[src/rtl/load_align_unit.sv]
// load_align_unit: sequential load-data aligner between the load stage and the
// data memory port. Issues one word-aligned read, or two when the access
// crosses a word boundary, then merges byte lanes (little-endian), sign- or
// zero-extends, and returns the result over a valid/ready handshake.
// Optional feature macro: LOAD_ALIGN_SPLIT_EN (builds the second-read state RD1;
// without it, boundary-crossing accesses are rejected with rsp_err).
module load_align_unit #(
    parameter int DATA_W = 32,
    parameter int ADDR_W = 32
) (
    input  logic              clk,
    input  logic              rst_n,
    input  logic              req_valid,
    output logic              req_ready,
    input  logic [ADDR_W-1:0] req_addr,
    input  logic [1:0]        req_size,
    input  logic              req_sign,
    output logic              mem_req,
    output logic [ADDR_W-1:0] mem_addr,
    input  logic              mem_rvalid,
    input  logic [DATA_W-1:0] mem_rdata,
    output logic              rsp_valid,
    input  logic              rsp_ready,
    output logic [DATA_W-1:0] rsp_data,
    output logic              rsp_err
);

    localparam int BYTES = DATA_W / 8;
    localparam int OFS_W = $clog2(BYTES);
    localparam logic [OFS_W+1:0] BYTES_W = (OFS_W+2)'(BYTES);

    typedef enum logic [1:0] {
        IDLE = 2'd0,
        RD0  = 2'd1,
`ifdef LOAD_ALIGN_SPLIT_EN
        RD1  = 2'd3,
`endif
        RESP = 2'd2
    } state_t;

    // Number of bytes moved by an access of the given size code.
    function automatic logic [OFS_W+1:0] size_bytes(input logic [1:0] size);
        return (OFS_W+2)'(1) << size;
    endfunction

    // True when the access spills past the end of its word.
    function automatic logic crosses(input logic [OFS_W-1:0] ofs, input logic [1:0] size);
        return ({2'b00, ofs} + size_bytes(size)) > BYTES_W;
    endfunction

    state_t              state_reg, state_next;
    logic [ADDR_W-1:0]   addr_reg, addr_next;
    logic [1:0]          size_reg, size_next;
    logic                sign_reg, sign_next;
    logic [DATA_W-1:0]   rsp_data_reg, rsp_data_next;
    logic                rsp_err_reg, rsp_err_next;
`ifdef LOAD_ALIGN_SPLIT_EN
    logic [DATA_W-1:0]   lo_reg, lo_next;
`endif

    logic [OFS_W-1:0]    ofs_reg;
    logic [ADDR_W-1:0]   aligned_addr;
    logic                illegal_size;

    assign ofs_reg      = addr_reg[OFS_W-1:0];
    assign aligned_addr = {addr_reg[ADDR_W-1:OFS_W], {OFS_W{1'b0}}};
    assign illegal_size = (DATA_W == 32) && (req_size == 2'd3);

    // ---------------------------------------------------------------- extraction
    logic [2*DATA_W-1:0] ext_merged;
    logic [DATA_W-1:0]   ext_shifted;
    logic [DATA_W-1:0]   ext_data;
    logic [OFS_W+1:0]    ext_n;
    logic                ext_fill;

    // Merge the word pair {hi, lo}; hi is the live read data while in RD1.
    always_comb begin
        ext_merged = {{DATA_W{1'b0}}, mem_rdata};
`ifdef LOAD_ALIGN_SPLIT_EN
        if (state_reg == RD1) begin
            ext_merged = {mem_rdata, lo_reg};
        end
`endif
    end

    assign ext_shifted = DATA_W'(ext_merged >> {ofs_reg, 3'b000});
    assign ext_n       = size_bytes(size_reg);

    // Fill value for bytes above the kept ones: top kept bit when signed.
    always_comb begin
        ext_fill = 1'b0;
        case (size_reg)
            2'd0:    ext_fill = sign_reg & ext_shifted[7];
            2'd1:    ext_fill = sign_reg & ext_shifted[15];
            2'd2:    ext_fill = sign_reg & ext_shifted[31];
            default: ext_fill = sign_reg & ext_shifted[DATA_W-1];
        endcase
    end

    generate
        for (genvar gi = 0; gi < BYTES; gi++) begin : g_lane
            localparam logic [OFS_W+1:0] LANE = (OFS_W+2)'(gi);
            assign ext_data[gi*8 +: 8] = (LANE < ext_n) ? ext_shifted[gi*8 +: 8] : {8{ext_fill}};
        end
    endgenerate

    // ---------------------------------------------------------------- outputs
    assign req_ready = (state_reg == IDLE);
    assign rsp_valid = (state_reg == RESP);
    assign rsp_data  = rsp_data_reg;
    assign rsp_err   = rsp_err_reg;

    // Memory request and word address follow the read state.
    always_comb begin
        mem_req  = 1'b0;
        mem_addr = '0;
        case (state_reg)
            RD0: begin
                mem_req  = 1'b1;
                mem_addr = aligned_addr;
            end
`ifdef LOAD_ALIGN_SPLIT_EN
            RD1: begin
                mem_req  = 1'b1;
                mem_addr = aligned_addr + ADDR_W'(BYTES);
            end
`endif
            default: ;
        endcase
    end

    // Next-state and datapath capture decisions.
    always_comb begin
        state_next    = state_reg;
        addr_next     = addr_reg;
        size_next     = size_reg;
        sign_next     = sign_reg;
        rsp_data_next = rsp_data_reg;
        rsp_err_next  = rsp_err_reg;
`ifdef LOAD_ALIGN_SPLIT_EN
        lo_next       = lo_reg;
`endif
        case (state_reg)
            IDLE: begin
                if (req_valid) begin
                    addr_next     = req_addr;
                    size_next     = req_size;
                    sign_next     = req_sign;
                    rsp_data_next = '0;
                    rsp_err_next  = 1'b0;
                    if (illegal_size) begin
                        state_next   = RESP;
                        rsp_err_next = 1'b1;
`ifndef LOAD_ALIGN_SPLIT_EN
                    end else if (crosses(req_addr[OFS_W-1:0], req_size)) begin
                        state_next   = RESP;
                        rsp_err_next = 1'b1;
`endif
                    end else begin
                        state_next = RD0;
                    end
                end
            end
            RD0: begin
                if (mem_rvalid) begin
`ifdef LOAD_ALIGN_SPLIT_EN
                    if (crosses(ofs_reg, size_reg)) begin
                        lo_next    = mem_rdata;
                        state_next = RD1;
                    end else begin
                        rsp_data_next = ext_data;
                        state_next    = RESP;
                    end
`else
                    rsp_data_next = ext_data;
                    state_next    = RESP;
`endif
                end
            end
`ifdef LOAD_ALIGN_SPLIT_EN
            RD1: begin
                if (mem_rvalid) begin
                    rsp_data_next = ext_data;
                    state_next    = RESP;
                end
            end
`endif
            RESP: begin
                if (rsp_ready) begin
                    state_next = IDLE;
                end
            end
            default: state_next = IDLE;
        endcase
    end

    // State and datapath registers; reset abandons any transaction.
    always_ff @(posedge clk or negedge rst_n) begin
        if (!rst_n) begin
            state_reg    <= IDLE;
            addr_reg     <= '0;
            size_reg     <= '0;
            sign_reg     <= 1'b0;
            rsp_data_reg <= '0;
            rsp_err_reg  <= 1'b0;
`ifdef LOAD_ALIGN_SPLIT_EN
            lo_reg       <= '0;
`endif
        end else begin
            state_reg    <= state_next;
            addr_reg     <= addr_next;
            size_reg     <= size_next;
            sign_reg     <= sign_next;
            rsp_data_reg <= rsp_data_next;
            rsp_err_reg  <= rsp_err_next;
`ifdef LOAD_ALIGN_SPLIT_EN
            lo_reg       <= lo_next;
`endif
        end
    end

endmodule

[config.mk]
export PLATFORM = sky130hd
export DESIGN_NAME = load_align_unit
export DESIGN_NICKNAME = d
export VERILOG_FILES = /design/src/rtl/load_align_unit.sv
export SDC_FILE = /design/constraint.sdc
export NUM_CORES = 1
export LEC_CHECK = 0
export CELL_PAD_IN_SITES_DETAIL_PLACEMENT = 0
export CELL_PAD_IN_SITES_GLOBAL_PLACEMENT = 2
export CORE_AREA = 3 3 120 122
export CTS_CLUSTER_SIZE = 40
export DETAILED_ROUTE_END_ITERATION = 6
export DIE_AREA = 0 0 123 125
export PLACE_DENSITY_LB_ADDON = 0.1
export SLEW_MARGIN = 10
export SYNTH_ARGS = -nofsm -noshare
export SYNTH_HDL_FRONTEND = slang
export SYNTH_SLANG_ARGS = --single-unit
[constraint.sdc]
create_clock -name clk -period 2.05 [get_ports clk]
set_input_delay 0.615 -clock clk [delete_from_list [all_inputs] [get_ports clk]]
set_output_delay 0.615 -clock clk [all_outputs]
set_load 0.02 [all_outputs]
# ---- After elaboration in Yosys (flattened, before gate mapping)
# Index checks and enable logic that the tools add are counted.
dict set report word_totals {
  reg_bits 70
  word_cells 49
  in_bits 72
  out_inout_bits 68
}
dict set report classes {
  reduce_logical 6
  eq_ne 7
  n_mux 18
  bitwise_logic 3
  addsub 1
  order_cmp 5
  n_shift 3
}
# operator n
set ops {}
lappend ops {{two-way mux 32 bit} 3}
lappend ops {{case mux 32 bit (2 select lines)} 1}
lappend ops {{two-way mux 8 bit} 4}
lappend ops {{right shift 32 x 5 -> 32 bit} 1}
lappend ops {{two-way mux 2 bit} 5}
lappend ops {{< comparator 1 x 4 -> 1 bit (first input constant)} 2}
lappend ops {{< comparator 2 x 4 -> 1 bit (first input constant)} 2}
lappend ops {{left shift 1 x 2 -> 4 bit (first input constant)} 2}
lappend ops {{case mux 2 bit (3 select lines)} 1}
lappend ops {{AND reduction 3 bit} 2}
lappend ops {{adder 2 x 4 -> 4 bit} 1}
lappend ops {{equality test 2 x 1 -> 1 bit (second input constant)} 2}
lappend ops {{equality test 2 bit (second input constant)} 2}
lappend ops {{greater-than comparator 4 x 3 -> 1 bit (second input constant)} 1}
lappend ops {{logical NOT 2 bit} 2}
lappend ops {{inequality test 2 bit (second input constant)} 2}
lappend ops {{AND 1 bit} 3}
lappend ops {{two-way mux 1 bit} 3}
lappend ops {{inequality test 2 x 1 -> 1 bit (second input constant)} 1}
lappend ops {{case mux 1 bit (2 select lines)} 1}
lappend ops {{AND reduction 2 bit} 1}
lappend ops {{nonzero test 2 bit} 1}

# ---- Depth between registers and ports, before layout
# Gate-level depths: netlist of the first run.
dict set report logic_depth {
  ltp_word 7
  depth_mapped 8
  mapped_depth_nobuf 8
}

# ---- Worst setup path before layout of the first run
# OpenSTA, ideal clock, no wires.
dict set report synth_path {
  path_kind {in2reg}
  start {in req_size[1]}
  end {reg state_reg[1]}
  setup_slack_ns -0.028
  required_time_ns 1.904
  arrival_ns 1.932
  stages 8
  path_cell_list {nor2_1 -> ha_1 -> inv_1 -> fa_1 -> nand2b_1 -> a21o_1 -> a22oi_1 -> o221ai_1}
}
dict set report synth_via {
  elab_chain_cells 7
  elab_cells_between_ends 8
  classes_between {add/sub: 1; order compare: 1; eq/ne: 1; shift: 1; mux: 4}
}
# item line
set synth_lines {}
lappend synth_lines {{start, declared} 16} ;# input logic [1:0] req_size,
lappend synth_lines {{left shift 1 x 2 -> 4 bit} 43} ;# return (OFS_W+2)'(1) << size;
lappend synth_lines {{adder 2 x 4 -> 4 bit} 48} ;# return ({2'b00, ofs} + size_bytes(size)) > BYTES_W;
lappend synth_lines {{greater-than comparator 4 x 3 -> 1 bit} 48}
lappend synth_lines {{two-way mux 2 bit} 155} ;# end else if (crosses(req_addr[OFS_W-1:0], req_size)) begin
lappend synth_lines {{two-way mux 2 bit (*)} 151} ;# if (illegal_size) begin
lappend synth_lines {{two-way mux 2 bit (*)} 145} ;# if (req_valid) begin
lappend synth_lines {{case mux 2 bit (3 select lines) (*)} 143} ;# case (state_reg)
lappend synth_lines {{end signal, assigned} 210} ;# state_reg <= state_next;
lappend synth_lines {{end, declared} 51} ;# state_t state_reg, state_next;
# Mark *: on every way between the ends. The rest lies on a longest branch, timed or not. The select of a mux whose other input is x is not followed.
# A chain may end at the register's enable or synchronous reset.

# ---- Worst setup path after layout of the first run
dict set report layout_path {
  start {reg state_reg[1]}
  end {out mem_addr[9]}
}
dict set report layout_via {
  elab_chain_cells 2
}
# item line
set layout_lines {}
lappend layout_lines {{equality test 2 x 1 -> 1 bit} 117} ;# case (state_reg)
lappend layout_lines {{two-way mux 32 bit} 117}
lappend layout_lines {{end, declared} 19} ;# output logic [ADDR_W-1:0] mem_addr,
# No other way between the ends.

==> metrics.txt, run 1 <==
outcome=complete, but fails checks; failing checks=setup timing; most used cell, CP=buf_6; Top-Level Pins=140; Synth cell types=36; met1 GRT Util=18.4%; dominant cell by count in the synthesized netlist=dfrtp_1; DIE HEIGHT=125 microns; Reg2Reg Depth=5; H-tree depth=3; crit start category=flip-flop; critical path type=reg2out; Hold Fails Final Rpt=0; worst clock skew=0.00357 ns; TritonCTS Buffers=9; critical path's top delay family=buffers and inverters; Fmax=477 MHz; post-detail-place hpwl=7.81 mm; critical path cell sequence=nor2b_4 > buf_12 > buf_16 > buf_6 > and2_4 > buf_6; n_diodes=0; met3 usage=5.47%; reg-to-reg slack, setup=0.16 ns; Port-buffer cells=137; Switch Pwr=2.84 mW; unrepaired setup endpoints after global routing=yes; pwr dens=1370 nW/um^2; slew of the pin with the lowest slew margin=0.616 ns; M2 GR Usage=23.8%; final worst setup slack=-0.0453 ns; CTS max path bufs=2; initial antenna violation count=1; peak supply drop=0.000547 V; total power=7.81 mW; Flop pwr share=30.7%; DRC viols=0; Post-synth EDFFs=0; largest net degree at the start of global routing=33; Rel. slew slack=58.7%; initial core utilization=26.2%; vias in the first global route=3185; CTS tree=done; antenna viol nets, final=0; syn avg cell area=11.2 sq um; share of layout cells above drive strength 1=36.1%; final setup vio count=1; Pint=4.96 mW; FP Rows=42; critical path depth in cells=6; period utilization=102%; fin. max-slew vios=0; Hold WC Path Type=in2async; clk root buf=clkbuf_16; switching share of power=36.4%; vias per inst=4.52; RD Place Congestion=0.759; Non-Filler Instances=652; CP Max Fanout=8; post-placement cell count=630; drt pass-1 iters=4; Synth warnings=0; clk slew on worst S/H paths=0.05 ns; Post-Route WL=11.3 mm; CTS Sinks=70; nets@finish=546; full die area=15400 sq um; via count=2947; Main synth FF type=dfrtp_1; Worst path max stage delay=0.41 ns; slowest CP cell=dfrtp_1; gr busiest metal=met2; Yosys reg bits=70; min Tclk post-route=2.10 ns; Critical path buffers and inverters=4; die span in x=123 microns; post-synthesis cell area=3480 sq um; async set-reset flop share out of synthesis=100%; Required @ worst endpoint=1.43 ns; Gate power share=51.7%; Static Leak=2.53 nW; Area contributors post-synth=dfrtp_1 (50%), mux2_2 (14%), and2_1 (6.7%), mux2i_1 (4.6%), a221o_2 (3.2%); worst skew pair latency=0.33 ns; post-synthesis cell type with the largest combined area=dfrtp_1; register area share after synthesis=50.3%; WL/cell=17.4 microns; overflow left after global routing=0; final core occ=43.0%; DP Worst Slack=-0.583 ns; first-pass GRT wire length=17.5 mm; Clock Power Share=17.6%; Core Region=13300 sq um; crit path DAT=1.48 ns; initial DRC count=134; synth cell count leaders=dfrtp_1 (70), mux2_2 (43), and2_1 (37), nor2_1 (22), nand2_1 (21); Max Cap Violations=0; Crit. End Element=output pin; top-area cell type share of the netlist area=50.3%; Mapped Cells=310; Layout area overhead=64.3%; Total GRT Usage=14.9%
## final cells by class
class	count	area [sq um]
clock buffers	11	233
repair buffers	171	1770
flip-flops and latches	70	1750
clock inverters	4	25.0
fillers	1309	7580
multi-input cells	215	1700
well taps	176	220
inverters	5	18.8
## path summary, 6_finish.rpt
check                                  start      endpoint
worst min register to register   rsp_data[6]   rsp_data[6]
worst max-delay path            state_reg[1]   mem_addr[9]
worst min-delay path                   rst_n   rsp_data[6]
max in group asynchronous              rst_n   rsp_data[4]
worst max register to register   addr_reg[0]  rsp_data[12]
min in group clk                 rsp_data[6]   rsp_data[6]
## through the flow
| step | hold slack [ns] | TNS, ns | cell area (sq um) |
|---|---|---|---|
| global placement | 0.471 | -13.14 | 5240 |
| global route | 0.244 | -0.793 | 5720 |
| CTS | 0.219 | -0.987 | 5570 |
| finish | 0.217 | -0.0453 | 5720 |
| detailed placement | 0.469 | -15.97 | 5240 |
| floorplan | 0.319 | 0 | 3490 |
## kinds of logic (layout without fill, tap and decap cells)
group / after synthesis / in the layout / share of synthesized area [%]
buf+inv: 26 / 191 / 3.85
mux: 59 / 59 / 18.5
simple gates: 103 / 103 / 15.8
compound gates: 48 / 48 / 10.2
xor+xnor: 1 / 1 / 0.252
flops: 70 / 70 / 50.3
fa+ha+maj: 2 / 2 / 0.935
other cells: 1 / 2 / 0.108
## routing by layer
metal  vias to the layer above  part of all wire (%)
met5                         -                 0.079
met3                         8                   8.9
met1                      1430                    43
met4                         2                   1.1
met2                        98                    47
li1                       1409                     -
## layout by cell type (no fill, tap or decap), types with 6 or more instances in the layout
cell             synthesis  layout
a21oi_1                  8       8
a221o_1                  6       6
a221o_2                 10      10
and2_1                  37      12
and2_4                   0      25
buf_12                   0       7
buf_4                    2      26
buf_6                    3      31
clkbuf_16                0       9
clkdlybuf4s50_1          0      99
dfrtp_1                 70      70
mux2_2                  43      43
mux2i_1                 16      16
nand2_1                 21      21
nand3_1                  8       8
nor2_1                  22      19
o21ai_0                 17      17
## power by group through the flow
stage | clock [mW] | combinational [mW] | sequential (mW)
floorplan | 0 | 1.84 | 2.58
global placement | 0 | 3.69 | 2.38
detailed placement | 0 | 3.71 | 2.39
CTS | 1.44 | 3.91 | 2.39
global route | 1.49 | 4.35 | 2.48
finish | 1.38 | 4.04 | 2.40
## repair_timing
action,in CTS,in global routing
hold buffers,0,0
gates cloned,3,0
endpoints found under the hold margin,0,0
setup endpoints to repair,49,34
setup buffers,4,1
pin swaps,7,28
gates resized for setup,176,63
Power figures use the tool's default switching activity.
==> inputs of run 2 (changes only) <==
--- a/config.mk
+++ b/config.mk
@@ -5,6 +5,7 @@
 export SDC_FILE = /design/constraint.sdc
 export NUM_CORES = 1
 export LEC_CHECK = 0
+export CAP_MARGIN = 10
 export CELL_PAD_IN_SITES_DETAIL_PLACEMENT = 0
 export CELL_PAD_IN_SITES_GLOBAL_PLACEMENT = 2
 export CORE_AREA = 3 3 120 122
@@ -12,6 +13,7 @@
 export DETAILED_ROUTE_END_ITERATION = 6
 export DIE_AREA = 0 0 123 125
 export PLACE_DENSITY_LB_ADDON = 0.1
+export SKIP_CTS_REPAIR_TIMING = 1
 export SLEW_MARGIN = 10
 export SYNTH_ARGS = -nofsm -noshare
 export SYNTH_HDL_FRONTEND = slang
==> metrics.txt, run 2 (synthesis results as in run 1) <==
outcome=finished clean; first-pass GRT wire length=16.8 mm; initial core utilization=26.2%; largest net degree at the start of global routing=33; vias in the first global route=3102; min Tclk post-route=2.04 ns; worst r2r src=addr_reg[0]; antenna viol nets, final=0; most common cell after layout, fill and taps aside=clkdlybuf4s50_1; crit start category=flip-flop; critical path's top delay family=flip-flops; Hold Fails Final Rpt=0; initial antenna violation count=1; Switch Pwr=2.78 mW; TritonCTS Buffers=9; final hold slack=0.220 ns; Pint=4.76 mW; Critical path buffers and inverters=3; Post-Route WL=11.2 mm; Core Region=13300 sq um; setup TNS=0 ns; via count=2929; worst clock skew=0.00339 ns; post-detail-place hpwl=7.81 mm; critical path cell sequence=nor2b_4 > buf_6 > buf_8 > and2_4 > buf_6; Port-buffer cells=137; most used cell, CP=buf_6; DIE HEIGHT=125 microns; DRC viols=0; CTS tree=done; Gate power share=50.1%; RR Endpoint=rsp_data[12]; switching share of power=36.8%; worst skew pair latency=0.32 ns; period utilization=99.8%; final core occ=41.9%; WL/cell=17.2 microns; pwr dens=1350 nW/um^2; share of layout cells above drive strength 1=33.3%; Rel. slew slack=58.7%; CTS max path bufs=2; full die area=15400 sq um; Flop pwr share=31.7%; post-placement cell count=630; vias per inst=4.52; Fmax=489 MHz; FP Rows=42; slowest CP cell=dfrtp_1; Non-Filler Instances=648; # fillers=1317; Max Cap Violations=0; H-tree depth=3; crit path DAT=1.43 ns; peak supply drop=0.000546 V; clk slew on worst S/H paths=0.06 ns; Worst path max stage delay=0.41 ns; n_diodes=0; Clock Power Share=18.2%; Total GRT Usage=14.3%; unrepaired setup endpoints after global routing=yes; Required @ worst endpoint=1.43 ns; Crit. End Element=output pin; final setup vio count=0; Static Leak=2.51 nW; most frequent cells in the layout=clkdlybuf4s50_1 (99), dfrtp_1 (70), mux2_2 (43), buf_4 (23), and2_1 (22); nets@finish=542; drt pass-1 iters=4; RD Place Congestion=0.759; Hold WC Path Type=in2async; dpl cell area=5240 sq um; CTS Sinks=70; Layout area overhead=60.2%; slew of the pin with the lowest slew margin=0.616 ns; Design Area, Final=5580 sq um; overflow left after global routing=0; clk root buf=clkbuf_16; reg-to-reg slack, setup=0.17 ns; initial DRC count=124; critical path type=reg2out; fin. max-slew vios=0; die span in x=123 microns; Reg2Reg Depth=5; CP Max Fanout=8; Top-Level Pins=140
## run 2: layer usage
metal | part of all wire, % | routed length, microns | vias to the layer above | track usage (%)
li1 | - | - | 1402 | -
met1 | 42 | 4730 | 1417 | 17.8
met2 | 47 | 5270 | 99 | 22.3
met3 | 9.2 | 1030 | 9 | 5.69
met4 | 1.2 | 136 | 2 | 5.28
met5 | 0.081 | 9 | - | 0
## run 2: through the flow
step / power (mW) / setup slack (ns)
finish: 7.53 / 0.00509
global placement: 6.07 / -0.531
floorplan: 4.43 / 0.0165
global route: 8.05 / -0.0596
CTS: 7.54 / -0.431
detailed placement: 6.10 / -0.583
## run 2: power groups by stage
stage / sequential (mW) / clock (mW) / combinational (mW)
2_1_floorplan: 2.58 / 0 / 1.84
3_3_place_gp: 2.38 / 0 / 3.69
3_5_place_dp: 2.39 / 0 / 3.71
4_1_cts: 2.38 / 1.44 / 3.73
5_1_grt: 2.47 / 1.48 / 4.09
6_report: 2.38 / 1.37 / 3.77
## run 2: how the worst max path moves through the flow
stage	startpoint	to	slack (ns)	cells past startpoint
floorplan	req_size[1]	state_reg[1]	0.02	8
global placement	req_size[1]	state_reg[1]	-0.53	9
CTS	state_reg[1]	mem_addr[12]	-0.43	4
detailed placement	req_size[1]	state_reg[1]	-0.58	9
finish	state_reg[1]	mem_addr[12]	0.005	5
global route	state_reg[1]	mem_addr[12]	-0.06	5
## run 2: layout make-up
class	count	area (sq um)	area share (%)
repair buffers	167	1650	29.6
clock inverters	4	25.0	0.449
multi-input cells	215	1680	30.1
inverters	5	18.8	0.337
flip-flops and latches	70	1750	31.4
well taps	176	220	3.95
clock buffers	11	233	4.17
==> inputs of run 3 (changes only) <==
--- a/config.mk
+++ b/config.mk
@@ -8,12 +8,13 @@
 export CAP_MARGIN = 10
 export CELL_PAD_IN_SITES_DETAIL_PLACEMENT = 0
 export CELL_PAD_IN_SITES_GLOBAL_PLACEMENT = 2
-export CORE_AREA = 3 3 120 122
+export CORE_AREA = 4 4 121 123
 export CTS_CLUSTER_SIZE = 40
 export DETAILED_ROUTE_END_ITERATION = 6
-export DIE_AREA = 0 0 123 125
+export DIE_AREA = 0 0 125 127
 export PLACE_DENSITY_LB_ADDON = 0.1
 export SKIP_CTS_REPAIR_TIMING = 1
+export SKIP_LAST_GASP = 1
 export SLEW_MARGIN = 10
 export SYNTH_ARGS = -nofsm -noshare
 export SYNTH_HDL_FRONTEND = slang
==> metrics.txt, run 3 (synthesis results as in run 1) <==
outcome=complete, but fails checks; failing checks=setup timing; CTS tree=done; clk root buf=clkbuf_16; initial DRC count=107; critical path cell sequence=nor2b_2 > buf_12 > and2_1 > dlymetal6s2s_1; Rel. slew slack=59.9%; critical path depth in cells=4; Reg2Reg Depth=5; slew of the pin with the lowest slew margin=0.598 ns; crit path DAT=1.48 ns; crit start category=flip-flop; n_diodes=0; worst skew pair latency=0.33 ns; vias per inst=4.47; Top-Level Pins=140; Fmax=478 MHz; FP Rows=43; pwr dens=1370 nW/um^2; WL/cell=16.8 microns; most frequent cells in the layout=clkdlybuf4s50_1 (99), dfrtp_1 (70), mux2_2 (43), and2_1 (37), buf_4 (28); post-detail-place hpwl=7.95 mm; vias in the first global route=3141; Non-Filler Instances=655; CTS max path bufs=2; met1 GRT Util=18.0%; gr busiest metal=met2; nets@finish=545; setup TNS=-0.0807 ns; Critical path buffers and inverters=2; critical path's top delay family=buffers and inverters; peak supply drop=0.000635 V; slowest CP cell=dfrtp_1; Layout area overhead=59.2%; antenna viol nets, final=0; initial antenna violation count=0; Hold WC Path Type=in2async; fin. max-slew vios=0; first-pass GRT wire length=17.6 mm; Post-Route WL=11.0 mm; CP Max Fanout=25; met3 usage=5.81%; DIE HEIGHT=127 microns; full die area=15900 sq um; critical path type=reg2out; TritonCTS Buffers=9; Max Cap Violations=0; unrepaired setup endpoints after global routing=yes; Worst path max stage delay=0.38 ns; min Tclk post-route=2.09 ns; Port-buffer cells=137; die span in x=125 microns; Total GRT Usage=14.2%; period utilization=102%; final worst setup slack=-0.0442 ns; worst clock skew=0.00283 ns; # fillers=1365; largest net degree at the start of global routing=71; post-placement cell count=640; initial core utilization=25.5%; most common cell after layout, fill and taps aside=clkdlybuf4s50_1; Static Leak=2.59 nW; H-tree depth=3; CTS Sinks=70; final core occ=40.5%; DRC viols=0; overflow left after global routing=0; RD Place Congestion=0.737; via count=2928; Core Region=13700 sq um; Crit. End Element=output pin; Hold Fails Final Rpt=0; share of layout cells above drive strength 1=29.9%; M2 GR Usage=21.7%; drt pass-1 iters=4; Required @ worst endpoint=1.43 ns; clk slew on worst S/H paths=0.05 ns; final setup vio count=5
[run 3: changes by cell type in the layout (fill, tap and decap cells not counted), moves of 2 or more]
cell	before	now
and2_1	22	37
and2_4	15	0
buf_4	23	28
buf_6	17	1
clkbuf_1	2	0
clkbuf_2	15	25
clkbuf_8	0	3
dlymetal6s2s_1	5	10
[run 3: layout make-up]
| type | count | area (sq um) | share of cell area (%) |
|---|---|---|---|
| Inverter | 5 | 18.8 | 0.339 |
| Clock inverter | 3 | 42.5 | 0.768 |
| Timing Repair Buffer | 170 | 1600 | 28.8 |
| Tap cell | 180 | 225 | 4.07 |
| Sequential cell | 70 | 1750 | 31.6 |
| Clock buffer | 12 | 267 | 4.81 |
| Multi-Input combinational cell | 215 | 1640 | 29.5 |
[run 3: worst reg2reg max path, cell delays in order, from the launching register on]
cell	delay [ns]
dfrtp_1	0.49
mux2_2	0.40
nor3_2	0.23
nor4_4	0.09
buf_12	0.16
a221o_2	0.30
[run 3: path summary, 6_finish.rpt]
kind | startpoint | endpoint | slack, ns
max in group asynchronous | rst_n | rsp_data[7] | 1.41
min in group clk | rsp_data[1] | rsp_data[1] | 0.48
worst min register to register | rsp_data[1] | rsp_data[1] | 0.48
worst max-delay path | state_reg[1] | mem_addr[10] | -0.04
worst max register to register | addr_reg[1] | rsp_data[29] | 0.26
worst min-delay path | rst_n | rsp_data[6] | 0.28
[run 3: report_power, final]
part / switching [mW] / internal, mW / total (mW)
Sequential: 0.366 / 2.00 / 2.36
Combinational: 1.80 / 1.83 / 3.63
Clock: 0.580 / 1.03 / 1.61
Total: 2.74 / 4.86 / 7.60
[run 3: layer usage]
| metal | share of wire [%] | routed length [microns] | up-vias |
|---|---|---|---|
| li1 | - | - | 1409 |
| met2 | 45 | 5020 | 108 |
| met1 | 44 | 4900 | 1398 |
| met3 | 8.7 | 960 | 13 |
| met4 | 1.4 | 158 | 0 |
| met5 | 0 | 0 | - |
[run 3: stage by stage]
| stage | area [sq um] | hold WS (ns) | setup slack, ns | power (mW) |
|---|---|---|---|---|
| 3_3_place_gp | 5300 | 0.468 | -0.510 | 6.19 |
| 6_report | 5540 | 0.280 | -0.0442 | 7.60 |
| 2_1_floorplan | 3490 | 0.319 | 0.0165 | 4.43 |
| 5_1_grt | 5540 | 0.314 | -0.172 | 8.13 |
| 4_1_cts | 5610 | 0.313 | -0.581 | 7.88 |
| 3_5_place_dp | 5300 | 0.476 | -0.522 | 6.19 |
